--- config.mk ---
export PLATFORM = sky130hd
export DESIGN_NAME = answer_judge_flat
export DESIGN_NICKNAME = d
export VERILOG_FILES = /design/src/rtl/judge_pkg.sv /design/src/rtl/answer_judge_if.sv /design/src/rtl/answer_judge_cmp.sv /design/src/rtl/answer_judge.sv /design/src/flat_wrapper.sv
export SDC_FILE = /design/constraint.sdc
export NUM_CORES = 1
export LEC_CHECK = 0
export ABC_AREA = 1
export CAP_MARGIN = 20
export CORE_ASPECT_RATIO = 1.25
export CORE_MARGIN = 3
export CORE_UTILIZATION = 40
export CTS_CLUSTER_SIZE = 28
export DETAILED_ROUTE_END_ITERATION = 16
export MAX_ROUTING_LAYER = met4
export PLACE_DENSITY = 0.65
export SKIP_LAST_GASP = 1
export SYNTH_ARGS = -nofsm -noshare
export SYNTH_HDL_FRONTEND = slang
export SYNTH_SLANG_ARGS = --single-unit
--- constraint.sdc ---
create_clock -name CLK -period 2.43 [get_ports CLK]
set_input_delay 0.6075 -clock CLK [delete_from_list [all_inputs] [get_ports CLK]]
set_output_delay 0.6075 -clock CLK [all_outputs]
set_load 0.005 [all_outputs]
--- src/rtl/judge_pkg.sv ---
// Shared types for the answer judge: FSM states, verdict codes and
// a helper for the winner-index width.
package judge_pkg;

  typedef enum logic [1:0] {
    IDLE,
    ARMED,
    DONE
  } state_t;

  localparam logic [1:0] RES_PEND = 2'b00;
  localparam logic [1:0] RES_OK   = 2'b01;
  localparam logic [1:0] RES_NG   = 2'b11;
  localparam logic [1:0] RES_TO   = 2'b10;

  function automatic int win_w(input int p);
    return (p > 1) ? $clog2(p) : 1;
  endfunction

endpackage

--- src/rtl/answer_judge_if.sv ---
// Question/answer bundle between a quiz host (master) and the judge (slave).
// Host drives Q_VALID/QUESTION/ANSWER/SUBMIT; judge returns RESULT/WINNER/WIN_VALID/BUSY.
interface answer_judge_if #(
  parameter int PLAYERS = 2,
  parameter int DIGITS  = 3,
  parameter int DIGIT_W = 4
);
  import judge_pkg::*;

  localparam int KW = DIGITS * DIGIT_W;
  localparam int WW = win_w(PLAYERS);

  logic                   Q_VALID;
  logic [2*KW-1:0]        QUESTION;
  logic [PLAYERS*KW-1:0]  ANSWER;
  logic [PLAYERS-1:0]     SUBMIT;
  logic [2*PLAYERS-1:0]   RESULT;
  logic [WW-1:0]          WINNER;
  logic                   WIN_VALID;
  logic                   BUSY;

  modport master (
    output Q_VALID, QUESTION, ANSWER, SUBMIT,
    input  RESULT, WINNER, WIN_VALID, BUSY
  );

  modport slave (
    input  Q_VALID, QUESTION, ANSWER, SUBMIT,
    output RESULT, WINNER, WIN_VALID, BUSY
  );

endinterface

--- src/rtl/answer_judge_cmp.sv ---
// One player's answer-vs-key equality compare.
// Ports: a (answer), b (key), eq (1 when all digits match).
module answer_cmp #(
  parameter int W = 12
) (
  input  logic [W-1:0] a,
  input  logic [W-1:0] b,
  output logic         eq
);

  assign eq = (a == b);

endmodule

--- src/rtl/answer_judge.sv ---
// Quiz round judge: latches a key, grades registered player answers,
// picks the lowest-index winner, tracks tries and a round timeout.
// Ports: CLK, RST_N (sync, active-low), bus (answer_judge_if.slave).
module answer_judge
  import judge_pkg::*;
#(
  parameter int PLAYERS     = 2,
  parameter int DIGITS      = 3,
  parameter int DIGIT_W     = 4,
  parameter int MAX_TRIES   = 3,
  parameter int TIMEOUT_CYC = 1000
) (
  input  logic         CLK,
  input  logic         RST_N,
  answer_judge_if.slave bus
);

  localparam int KW = DIGITS * DIGIT_W;
  localparam int WW = win_w(PLAYERS);
  localparam int CW = $clog2(MAX_TRIES + 1);
  localparam int TW = $clog2(TIMEOUT_CYC);

  state_t                state;
  logic [KW-1:0]         key;
  logic [TW-1:0]         timer;
  logic [CW-1:0]         tries   [PLAYERS];
  logic [CW-1:0]         tries_n [PLAYERS];
  logic [PLAYERS-1:0]    sub_q;
  logic [PLAYERS*KW-1:0] ans_q;

  logic [PLAYERS-1:0]    match;
  logic [PLAYERS-1:0]    vld;
  logic [PLAYERS-1:0]    hit;
  logic                  win_any;
  logic [WW-1:0]         win_idx;
  logic                  timeout;
  logic                  all_out;
  logic                  leave;
  logic                  load;

  logic [2*PLAYERS-1:0]  result;
  logic [WW-1:0]         winner;
  logic                  win_valid;
  logic                  busy;

  logic [KW-1:0]         q_key;
  logic                  unused_q_hi;

  assign q_key       = bus.QUESTION[KW-1:0];
  assign unused_q_hi = ^bus.QUESTION[2*KW-1:KW];

  for (genvar g = 0; g < PLAYERS; g++) begin : g_cmp
    answer_cmp #(
      .W(KW)
    ) u_cmp (
      .a (ans_q[g*KW +: KW]),
      .b (key),
      .eq(match[g])
    );
  end

  assign load    = bus.Q_VALID && (q_key != '0)
                && (state != ARMED);
  assign timeout = (timer == TW'(TIMEOUT_CYC - 1));

  always_comb begin
    vld     = '0;
    win_idx = '0;
    all_out = 1'b1;
    for (int p = 0; p < PLAYERS; p++) begin
      vld[p]     = sub_q[p] && (tries[p] != '0);
      tries_n[p] = tries[p];
      if (vld[p] && !match[p])
        tries_n[p] = tries[p] - CW'(1);
      if (tries_n[p] != '0)
        all_out = 1'b0;
    end
    hit     = vld & match;
    win_any = |hit;
    // Descending scan so the lowest set index is the last write.
    for (int p = PLAYERS - 1; p >= 0; p--)
      if (hit[p])
        win_idx = WW'(p);
    leave = (state == ARMED)
         && (win_any || timeout || all_out);
  end

  always_ff @(posedge CLK) begin
    if (!RST_N) begin
      state     <= IDLE;
      key       <= '0;
      timer     <= '0;
      sub_q     <= '0;
      ans_q     <= '0;
      result    <= '0;
      winner    <= '0;
      win_valid <= 1'b0;
      busy      <= 1'b0;
      for (int p = 0; p < PLAYERS; p++)
        tries[p] <= '0;
    end else begin
      // Only capture submissions that a still-armed round can grade.
      sub_q <= (state == ARMED && !leave)
             ? bus.SUBMIT : '0;
      ans_q <= bus.ANSWER;
      unique case (state)
        IDLE, DONE: begin
          if (load) begin
            key       <= q_key;
            result    <= '0;
            win_valid <= 1'b0;
            timer     <= '0;
            busy      <= 1'b1;
            state     <= ARMED;
            for (int p = 0; p < PLAYERS; p++)
              tries[p] <= CW'(MAX_TRIES);
          end
        end
        ARMED: begin
          timer <= timer + TW'(1);
          if (win_any) begin
            result[2*win_idx +: 2] <= RES_OK;
            winner    <= win_idx;
            win_valid <= 1'b1;
            busy      <= 1'b0;
            state     <= DONE;
          end else begin
            for (int p = 0; p < PLAYERS; p++) begin
              tries[p] <= tries_n[p];
              if (vld[p] && !match[p])
                result[2*p +: 2] <= RES_NG;
            end
            if (timeout) begin
              // No OK code can exist while armed.
              result <= {PLAYERS{RES_TO}};
              busy   <= 1'b0;
              state  <= DONE;
            end else if (all_out) begin
              busy  <= 1'b0;
              state <= DONE;
            end
          end
        end
        default: state <= IDLE;
      endcase
    end
  end

  assign bus.RESULT    = result;
  assign bus.WINNER    = winner;
  assign bus.WIN_VALID = win_valid;
  assign bus.BUSY      = busy;

endmodule

--- src/flat_wrapper.sv ---
// flat-port wrapper written by rule: the top's interface ports become plain ports
module answer_judge_flat import judge_pkg::*;
#(
  parameter int PLAYERS     = 2,
  parameter int DIGITS      = 3,
  parameter int DIGIT_W     = 4,
  parameter int MAX_TRIES   = 3,
  parameter int TIMEOUT_CYC = 1000
)
  (CLK, RST_N, bus_Q_VALID, bus_QUESTION, bus_ANSWER, bus_SUBMIT, bus_RESULT, bus_WINNER, bus_WIN_VALID, bus_BUSY);
  answer_judge_if #(.PLAYERS(PLAYERS), .DIGITS(DIGITS), .DIGIT_W(DIGIT_W)) bus_i ();
  input  logic CLK;
  input  logic RST_N;
  input wire logic [$bits(bus_i.Q_VALID)-1:0] bus_Q_VALID;
  input wire logic [$bits(bus_i.QUESTION)-1:0] bus_QUESTION;
  input wire logic [$bits(bus_i.ANSWER)-1:0] bus_ANSWER;
  input wire logic [$bits(bus_i.SUBMIT)-1:0] bus_SUBMIT;
  output wire logic [$bits(bus_i.RESULT)-1:0] bus_RESULT;
  output wire logic [$bits(bus_i.WINNER)-1:0] bus_WINNER;
  output wire logic [$bits(bus_i.WIN_VALID)-1:0] bus_WIN_VALID;
  output wire logic [$bits(bus_i.BUSY)-1:0] bus_BUSY;
  assign bus_i.Q_VALID = bus_Q_VALID;
  assign bus_i.QUESTION = bus_QUESTION;
  assign bus_i.ANSWER = bus_ANSWER;
  assign bus_i.SUBMIT = bus_SUBMIT;
  assign bus_RESULT = bus_i.RESULT;
  assign bus_WINNER = bus_i.WINNER;
  assign bus_WIN_VALID = bus_i.WIN_VALID;
  assign bus_BUSY = bus_i.BUSY;
  answer_judge #(.PLAYERS(PLAYERS), .DIGITS(DIGITS), .DIGIT_W(DIGIT_W), .MAX_TRIES(MAX_TRIES), .TIMEOUT_CYC(TIMEOUT_CYC)) u_core (.CLK(CLK), .RST_N(RST_N), .bus(bus_i));
endmodule
==> impl_metrics.yaml <==
clock_network:
  cts_resized: 0
  cts_tree: "yes"
  postCtsHoldBufs: 0
  postCtsSetupBuffers: 0
  clk_latency_ns: 0.33
  cts-root-buf: "clkbuf_8"
  numClockSinks: 61
  cts_htree_levels: 3
  path_clk_slew_ns: 0.08
  max-clock-path-buffers: 2
  cts_buffers: 9
final_layout:
  stdcell_area_mm2: 0.00364
  n_antenna_cell: 0
  final_cells: 536
  final_nets: 500
  area_growth_pct: 29.1
  fillCellCount: 653
  drive_above_1_share_pct: 11.1
placed_design:
  io_buffers: 47
  dp_hpwl_um: 4590
  placed_cells: 520
  finalWeightedCongestion: 0.834
  place_area_mm2: 0.00343
critical_path:
  cp.required_ns: 2.69
  crit_path_end_kind: "register"
  critPathMaxFanout: 13
  critPathKind: "input pin to register"
  cp-start-kind: "input pin"
  worstPathArrival_ns: 2.41
power_and_ir_drop:
  power.leakage_uw: 0.00166
  seqPwrFrac_pct: 43.2
  power_switching_share_pct: 30.4
  power_density_mw_per_mm2: 743
  vdd_drop_max_uv: 376
  p_int_uw: 1880
  total_power_uw: 2700
  clkPwrFrac_pct: 34.3
  switching_power_uw: 823
  power_frac_comb_pct: 22.4
route:
  first_pass_iters: 4
  num_vias: 2507
  finalWirelength_um: 5980
  routedWlPerCell_um: 11.2
  met2_length_um: 3020
  postRouteAntennaNets: 0
  highest_layer: "met4"
  drc_errors: 0
  wl_met3_um: 344
  dr.first_iter.drc_count: 125
  wl_met1_um: 2550
  avgViaCountPerCell: 4.68
synth:
  synth_area_leaders: "dfxtp_1, nand2_1, inv_1"
  synth_top_area_share_pct: 40.5
  synth_edf_count: 4
  synth_warnings: 0
  synthDistinctLibCells: 32
  netlist_instances: 386
  syn_area_mm2: 0.00282
  synthArstFlopShare_pct: 0
  synth.yosys.seq_area_share_pct: 44.8
  synth.avg_cell_area_um2: 7.30
  syn-num-nets: 442
  synth_top_cell_by_area: "dfxtp_1"
  synth-seq-cells: 61
  synth-main-ff-cell: "dfxtp_1"
global_routing:
  antenna_found_initial: 0
  overflow: 0
  grt_pass1_wl_um: 9870
  grt_pass1_vias: 2259
  grt_max_degree: 31
  grt_usage_pct: 16.2
outcome:
  outcome: "finished, final reports clean"
sta:
  min_period_ns: 2.15
  hold_viol: 0
  setup_viol: 0
  slew_headroom_pct: 47.0
  fmax_mhz: 465
  rsz0062_at_grt: "false"
  fin_crit_sh_pct: 88.5
  slew_viol_final: 0
  skew_ns: 0.00703
  max_slew.worst_pin.slew_ns: 0.793
floorplan:
  die_y_um: 99.8
  core_mm2: 0.00669
  rows: 33
  die_width_um: 81.1
  dieArea_mm2: 0.00809
  io_pins: 60
  initial_utilization_pct: 42.1
worst_hold_path:
  hold_class: "register to register"
job:
  cap_viol_max_count: 0
-- power groups by stage --
stage | Clock [uW] | Sequential, uW | Combinational (uW)
CTS | 953 | 1170 | 612
global placement | 0 | 1190 | 596
global route | 992 | 1180 | 693
detailed placement | 0 | 1190 | 609
floorplan | 0 | 1180 | 400
finish | 929 | 1170 | 607
-- metal layers --
metal / vias to the layer above / track usage (%)
li1: 1323 / -
met1: 1112 / 19.0
met2: 65 / 26.8
met3: 7 / 4.13
met4: 0 / 5.59
met5: - / -
-- kinds of logic (layout without fill, tap and decap cells) --
family / Yosys count / in the layout / synth area share (%)
AOI/OAI and AO/OA: 39 / 39 / 7.11
xor gates and xnor gates: 13 / 13 / 4.04
adders and majority gates: 3 / 3 / 1.33
buffers and inverters: 76 / 139 / 10.5
DFF: 61 / 61 / 44.8
and+or+nand+nor: 194 / 194 / 32.3
-- worst paths after layout --
| kind | from | end | slack (ns) | cells past startpoint |
|---|---|---|---|---|
| worst min register to register | u_core.bus.RESULT[1] | u_core.bus.RESULT[1] | 0.46 | 2 |
| worst max-delay path | bus_QUESTION[0] | u_core.key[3] | 0.28 | 8 |
| worst min-delay path | u_core.bus.RESULT[1] | u_core.bus.RESULT[1] | 0.46 | 2 |
| worst max register to register | u_core.tries[0][2] | u_core.tries[0][2] | 0.51 | 6 |
-- placed cells by master (no fill, tap or decap), types with 2 or more instances in the layout --
cell type / n
inv_1: 61
nor3_2: 2
nand4_2: 2
buf_4: 11
nor4_1: 3
and3_1: 2
dfxtp_1: 57
nand2_2: 3
clkdlybuf4s50_1: 47
clkbuf_8: 10
inv_2: 3
nor2_2: 8
a21oi_1: 20
clkinvlp_4: 2
o21ai_0: 16
nor3b_1: 2
nand2_1: 113
ha_1: 3
nand3_2: 3
edfxtp_1: 4
clkinv_4: 2
nor2_1: 14
nand3_1: 33
xnor2_1: 13
nand4_1: 6
-- critical path: stages --
cell	delay, ns
clkdlybuf4s50_1	0.51
nor4_1	0.07
nand3_1	0.08
nand2_1	0.09
buf_4	0.15
nor2_1	0.60
nand3_1	0.19
o21ai_0	0.12
-- sequential cells by signal, summed over array words and instances (netlist names), 2 cells and up --
register and flops:
u_core.ans_q 24, u_core.key 12, u_core.timer 10, u_core.bus.RESULT 4, u_core.tries 4, u_core.state 2
u_core.sub_q 2
-- metrics by stage --
step | setup WS [ns] | hold slack, ns | TNS, ns | utilization [%]
floorplan | 0.599 | 0.442 | 0 | -
global placement | -0.0194 | 0.448 | -0.0555 | 51.3
detailed placement | -0.0482 | 0.453 | -0.413 | 51.3
CTS | 0.287 | 0.464 | 0 | 54.4
global route | 0.0290 | 0.490 | 0 | 54.4
finish | 0.280 | 0.463 | 0 | 54.4
-- synth_stat cells (3+ instances only) --
| master | number |
|---|---|
| edfxtp_1 | 4 |
| nor4_1 | 3 |
| clkbuf_1 | 6 |
| ha_1 | 3 |
| inv_2 | 3 |
| dfxtp_1 | 57 |
| xnor2_1 | 13 |
| nand3_1 | 33 |
| nand4_1 | 6 |
| o21ai_0 | 16 |
| a21oi_1 | 20 |
| nor2_2 | 8 |
| inv_1 | 61 |
| nand2_1 | 113 |
| nand2_2 | 3 |
| nand3_2 | 3 |
| nor2_1 | 14 |
-- layout make-up --
type                       count  area (um2)  share of cell area [%]
sequential                    61        1260                    34.7
multi-input combinational    249        1260                    34.7
timing repair buffer          58         553                    15.2
inverter                      65         244                    6.71
clock buffer                  10         138                    3.78
clock inverter                 6        71.3                    1.96
tap                           87         109                    2.99
Note: power is estimated with default switching activity, not from simulation.
